[config.mk]
export PLATFORM = sky130hd
export DESIGN_NAME = hatch_ctrl
export DESIGN_NICKNAME = d
export VERILOG_FILES = /design/src/rtl/hatch_pkg.sv /design/src/rtl/hatch_temp_debounce.sv /design/src/rtl/hatch_ctrl.sv
export SDC_FILE = /design/constraint.sdc
export NUM_CORES = 1
export LEC_CHECK = 0
export ABC_AREA = 1
export BUFFER_PORTS_ARGS = -buffer_cell sky130_fd_sc_hd__buf_4
export CAP_MARGIN = 20
export CORE_MARGIN = 3
export CORE_UTILIZATION = 64
export DETAILED_ROUTE_END_ITERATION = 6
export PLACE_DENSITY = 0.84
export REMOVE_ABC_BUFFERS = 1
export SYNTH_ARGS = -nofsm -noshare
export SYNTH_HDL_FRONTEND = slang
export SYNTH_HIERARCHICAL = 1
export SYNTH_SLANG_ARGS = --single-unit
[constraint.sdc]
create_clock -name clk -period 4.9 [get_ports clk]
set_clock_uncertainty 0.05 [all_clocks]
set_input_delay 0.735 -clock clk [delete_from_list [all_inputs] [get_ports clk]]
set_output_delay 0.735 -clock clk [all_outputs]
set_load 0.02 [all_outputs]
[src/rtl/hatch_pkg.sv]
// Shared types and default constants for the egg-hatch display controller.
package hatch_pkg;

    typedef enum logic [2:0] {
        IDLE,
        RUN,
        PAUSE,
        ALARM,
        DONE
    } state_t;

    localparam int DEF_TICKS_PER_STAGE = 1000;
    localparam int DEF_NUM_STAGES      = 12;
    localparam int DEF_TEMP_DEBOUNCE   = 8;

endpackage

[src/rtl/hatch_temp_debounce.sv]
// Temperature-ok debouncer: accepts a new level after TEMP_DEBOUNCE consecutive
// disagreeing samples and strobes change for one cycle when it does.
module hatch_temp_debounce
    import hatch_pkg::*;
#(
    parameter int TEMP_DEBOUNCE = DEF_TEMP_DEBOUNCE
) (
    input  logic clk,
    input  logic rst,
    input  logic temp_ok,
    output logic temp_good,
    output logic change
);

    localparam int                CNT_W    = (TEMP_DEBOUNCE > 1) ? $clog2(TEMP_DEBOUNCE + 1) : 1;
    localparam logic [CNT_W-1:0]  CNT_LAST = CNT_W'(TEMP_DEBOUNCE - 1);

    logic [CNT_W-1:0] cnt;

    // NOTE: sequential state uses <= so every register samples pre-edge values.
    always_ff @(posedge clk or posedge rst) begin
        if (rst) begin
            cnt       <= '0;
            temp_good <= 1'b1;
            change    <= 1'b0;
        end else begin
            change <= 1'b0;
            if (temp_ok == temp_good) begin
                cnt <= '0;
            end else if (cnt == CNT_LAST) begin
                // This sample is the TEMP_DEBOUNCE-th disagreeing one in a row.
                cnt       <= '0;
                temp_good <= temp_ok;
                change    <= 1'b1;
            end else begin
                cnt <= cnt + 1'b1;
            end
        end
    end

endmodule

[src/rtl/hatch_ctrl.sv]
// Hatch sequence controller: steps the display stage on a tick timer with pause,
// debounced temperature alarm and restart. Define HATCH_LOOP_EN to loop after DONE.
module hatch_ctrl
    import hatch_pkg::*;
#(
    parameter int TICKS_PER_STAGE = DEF_TICKS_PER_STAGE,
    parameter int NUM_STAGES      = DEF_NUM_STAGES,
    parameter int TEMP_DEBOUNCE   = DEF_TEMP_DEBOUNCE
) (
    input  logic       clk,
    input  logic       rst,
    input  logic       start,
    input  logic       pause,
    input  logic       temp_ok,
    output logic [3:0] stage,
    output logic       st,
    output logic       temp_alarm,
    output logic       done
);

    localparam int                  TIMER_W    = (TICKS_PER_STAGE > 1) ? $clog2(TICKS_PER_STAGE) : 1;
    localparam logic [TIMER_W-1:0]  TIMER_LAST = TIMER_W'(TICKS_PER_STAGE - 1);
    localparam logic [3:0]          STAGE_LAST = 4'(NUM_STAGES - 1);

    state_t             state;
    logic [TIMER_W-1:0] timer;
    logic               temp_good;
    logic               temp_change;
    logic               timer_last;

    hatch_temp_debounce #(
        .TEMP_DEBOUNCE(TEMP_DEBOUNCE)
    ) u_debounce (
        .clk       (clk),
        .rst       (rst),
        .temp_ok   (temp_ok),
        .temp_good (temp_good),
        .change    (temp_change)
    );

    assign timer_last = (timer == TIMER_LAST);

    always_ff @(posedge clk or posedge rst) begin
        if (rst) begin
            state      <= IDLE;
            timer      <= '0;
            stage      <= '0;
            st         <= 1'b0;
            temp_alarm <= 1'b0;
            done       <= 1'b0;
        end else begin
            case (state)
                IDLE: begin
                    if (start) begin
                        state <= RUN;
                        timer <= '0;
                        stage <= '0;
                        st    <= 1'b1;
                    end
                end

                RUN, PAUSE: begin
                    // Alarm beats start beats pause beats timer advance.
                    if (!temp_good) begin
                        state      <= ALARM;
                        temp_alarm <= 1'b1;
                    end else if (start) begin
                        state <= RUN;
                        timer <= '0;
                        stage <= '0;
                    end else if (pause) begin
                        state <= (state == RUN) ? PAUSE : RUN;
                    end else if (state == RUN) begin
                        if (timer_last) begin
                            timer <= '0;
                            if (stage == STAGE_LAST) begin
                                state <= DONE;
                                done  <= 1'b1;
                            end else begin
                                stage <= stage + 4'd1;
                            end
                        end else begin
                            timer <= timer + 1'b1;
                        end
                    end
                end

                ALARM: begin
                    // Stage and timer stay frozen; start and pause are ignored here.
                    if (temp_change && temp_good) begin
                        state      <= RUN;
                        temp_alarm <= 1'b0;
                    end
                end

                DONE: begin
                    if (start) begin
                        state <= RUN;
                        timer <= '0;
                        stage <= '0;
                        done  <= 1'b0;
                    end
`ifdef HATCH_LOOP_EN
                    else if (timer_last) begin
                        state <= RUN;
                        timer <= '0;
                        stage <= '0;
                        done  <= 1'b0;
                    end else begin
                        timer <= timer + 1'b1;
                    end
`endif
                end

                default: begin
                    state <= IDLE;
                end
            endcase
        end
    end

endmodule

==> impl_metrics.yaml <==
outcome:
  status: "finished clean"
power:
  cellLeakagePower_nw: 1.02
  p_clk_share_pct: 12.2
  combPwrFrac_pct: 50.0
  swShare_pct: 47.6
  internal-power_w: 0.000456
  max-vdd-ir-drop_mv: 0.392
  switching_power_w: 0.000413
  power_frac_seq_pct: 37.7
  p_per_area_nw_per_um2: 464
routing:
  wirelength_met1_microns: 1620
  vias: 1575
  viasPerCell: 5.55
  post_drt_wl_per_cell_microns: 12.1
  wl_met3_microns: 190
  wl_met2_microns: 1570
  drt_iter0_markers: 110
  routed_wl_microns: 3430
  drc: 0
  dr.pass1.iters: 4
  routed.top_layer: "met4"
  ant_nets: 0
clocking:
  clock-sinks: 26
  postCtsSetupRepairBufs: 0
  cts_buffers: 3
  max-clock-path-buffers: 2
  cts_tree: "done"
  clk_latency_ns: 0.32
  cts_root_buffer: "clkbuf_4"
  post_cts_resized: 0
  hold_buffers: 0
  htreeDepth: 1
  clk_pin_slew_ns: 0.13
synthesis:
  ys_ff_latch: 26
  synth_mux_area_share_pct: 0
  synthSimpleGateAreaFrac_pct: 44.0
  netlist_area_sq_um: 1750
  synth_edf_count: 0
  synthAdderAreaFrac_pct: 2.15
  syn_inst: 243
  synth_xor_area_share_pct: 2.00
  synth_top_family_by_area: "simple AND/OR/NAND/NOR gates"
  ys_seq_area_share_pct: 37.3
  synthFlopType: "dfrtp_1"
  avgSynthCellArea_sq_um: 7.20
  netlist-cell-type-count: 30
  yosysWarningCount: 6
  synthArstFlopShare_pct: 100
  synth_compound_area_share_pct: 5.08
final_layout:
  layout-drive-gt1-share_pct: 17.3
  final_common_cell: "nand2_1"
  antenna_cells_inserted: 0
  area_growth_pct: 6.94
  fillers: 221
  final_nets: 263
  layout_common_cells: "nand2_1, nand3_1, nor2_1"
worst_setup_path:
  r2r_end: "stage[3]$_DFFE_PP0P_"
  end_kind: "flip-flop"
  path_class: "flip-flop to flip-flop"
  worstPathRequired_ns: 5.08
  cp_max_fo: 9
  r2r-start: "timer[0]$_DFFE_PP0P_"
  ff2ff_setup_slack_ns: 2.91
  start_kind: "flip-flop"
  cp.arrival_ns: 2.17
  reg2regPathDepth: 8
timing:
  finalCriticalPeriod_ns: 1.99
  maxSlewHeadroom_pct: 49.1
  fin_tns_setup_ns: 0
  rsz0062_at_grt: "false"
  hold_ws_ns: 0.262
  timing.final.crit_share_pct: 40.7
  fmax_mhz: 502
  slew_viol_final: 0
  finalHoldViolCount: 0
  finalSetupViolCount: 0
  tightest_slew_ns: 0.763
grt:
  grt_max_degree: 21
  grt_pass1_wl_microns: 6200
  grt.total_usage_pct: 23.2
  overflow: 0
  grt_pass1_vias: 1429
  antenna_found_initial: 0
die:
  die_h_microns: 58.3
  start_util_pct: 68.7
  die_area_sq_um: 3400
  coreArea_sq_um: 2540
  rows: 18
  ios: 12
  die_x_microns: 58.3
flow_run:
  cap_violations: 0
placed_design:
  dp_hpwl_microns: 2610
  numPortBuffers: 11
  place_congestion: 0.931
worst_hold_path:
  hp-class: "input port to async pin"
[power by group through the flow]
stage / combinational, W / sequential [W] / clock (W)
3_5_place_dp: 0.000436 / 0.000331 / 0
2_1_floorplan: 0.000324 / 0.000338 / 0
3_3_place_gp: 0.000427 / 0.000330 / 0
4_1_cts: 0.000436 / 0.000327 / 0.000109
5_1_grt: 0.000492 / 0.000338 / 0.000116
6_report: 0.000435 / 0.000328 / 0.000106
[layer usage]
metal	vias up	global-route usage (%)
li1	808	-
met1	719	34.6
met2	43	35.1
met3	5	2.00
met4	0	8.28
met5	-	0
[registers in the layout (all words and copies together), names as in the netlist, 3 cells and up]
register	count
stage	4
state	3
timer	10
u_debounce/cnt	4
[metrics by stage]
step                      utilization (%)  setup slack [ns]  cells  area (sq um)  power, W
final                                73.5              2.91    284          1870  0.000869
after global routing                 73.5              2.72    284          1870  0.000946
after CTS                            73.5              2.93    284          1870  0.000872
after detailed placement             72.1              2.86    280          1830  0.000767
after global placement               72.1              2.91    280          1830  0.000757
after floorplan                         -              3.18    239          1710  0.000662
[Yosys cell counts (2+ instances only)]
library cell,instances,area share (%)
nor2_1,31,6.7
inv_1,30,6.4
xor2_1,2,1.0
nand4_1,9,3.2
nand2_1,61,13
nor2_4,3,1.9
dfrtp_1,25,36
nor3_1,4,1.1
o21ai_0,3,0.86
buf_2,3,0.86
nand3_2,4,2.3
xnor2_1,2,1.0
o21ai_2,3,1.5
nand2_4,3,1.9
nand3_1,33,9.4
ha_1,3,2.1
nand2_2,7,2.5
nor2_2,2,0.72
a21oi_1,4,1.1
[cell families after synthesis]
group / after synthesis
and+or+nand+nor: 159
xor gates and xnor gates: 4
adders and majority gates: 3
DFF: 26
AOI/OAI and AO/OA: 14
buffers and inverters: 37
[area by class of cell]
cell class / instances / area, sq um / area share, %
inverter: 33 / 131 / 7.02
timing repair buffer: 11 / 82.6 / 4.41
sequential: 26 / 652 / 34.8
tap: 30 / 37.5 / 2.01
clock buffer: 4 / 36.3 / 1.94
multi-input combinational: 180 / 931 / 49.8
[worst max-delay path, stage by stage (launching register included)]
cell and delay [ns]:
dfrtp_1 0.53, ha_1 0.25, nand2_1 0.08, nor2_1 0.23
nand4_2 0.28, nand3_1 0.15, nand4_1 0.17, nand2_1 0.10
nand2_1 0.06
[how the worst max path moves through the flow]
stage	endpoint	start	slack (ns)	depth (start not counted)
final	stage[3]$_DFFE_PP0P_	timer[0]$_DFFE_PP0P_	2.91	8
after global routing	stage[1]$_DFFE_PP0P_	timer[0]$_DFFE_PP0P_	2.72	8
after CTS	stage[1]$_DFFE_PP0P_	timer[0]$_DFFE_PP0P_	2.93	8
after detailed placement	timer[2]$_DFFE_PP0P_	start	2.86	10
after global placement	timer[4]$_DFFE_PP0P_	start	2.91	10
after floorplan	timer[2]$_DFFE_PP0P_	start	3.18	9
(Power assumes the default switching activity.)
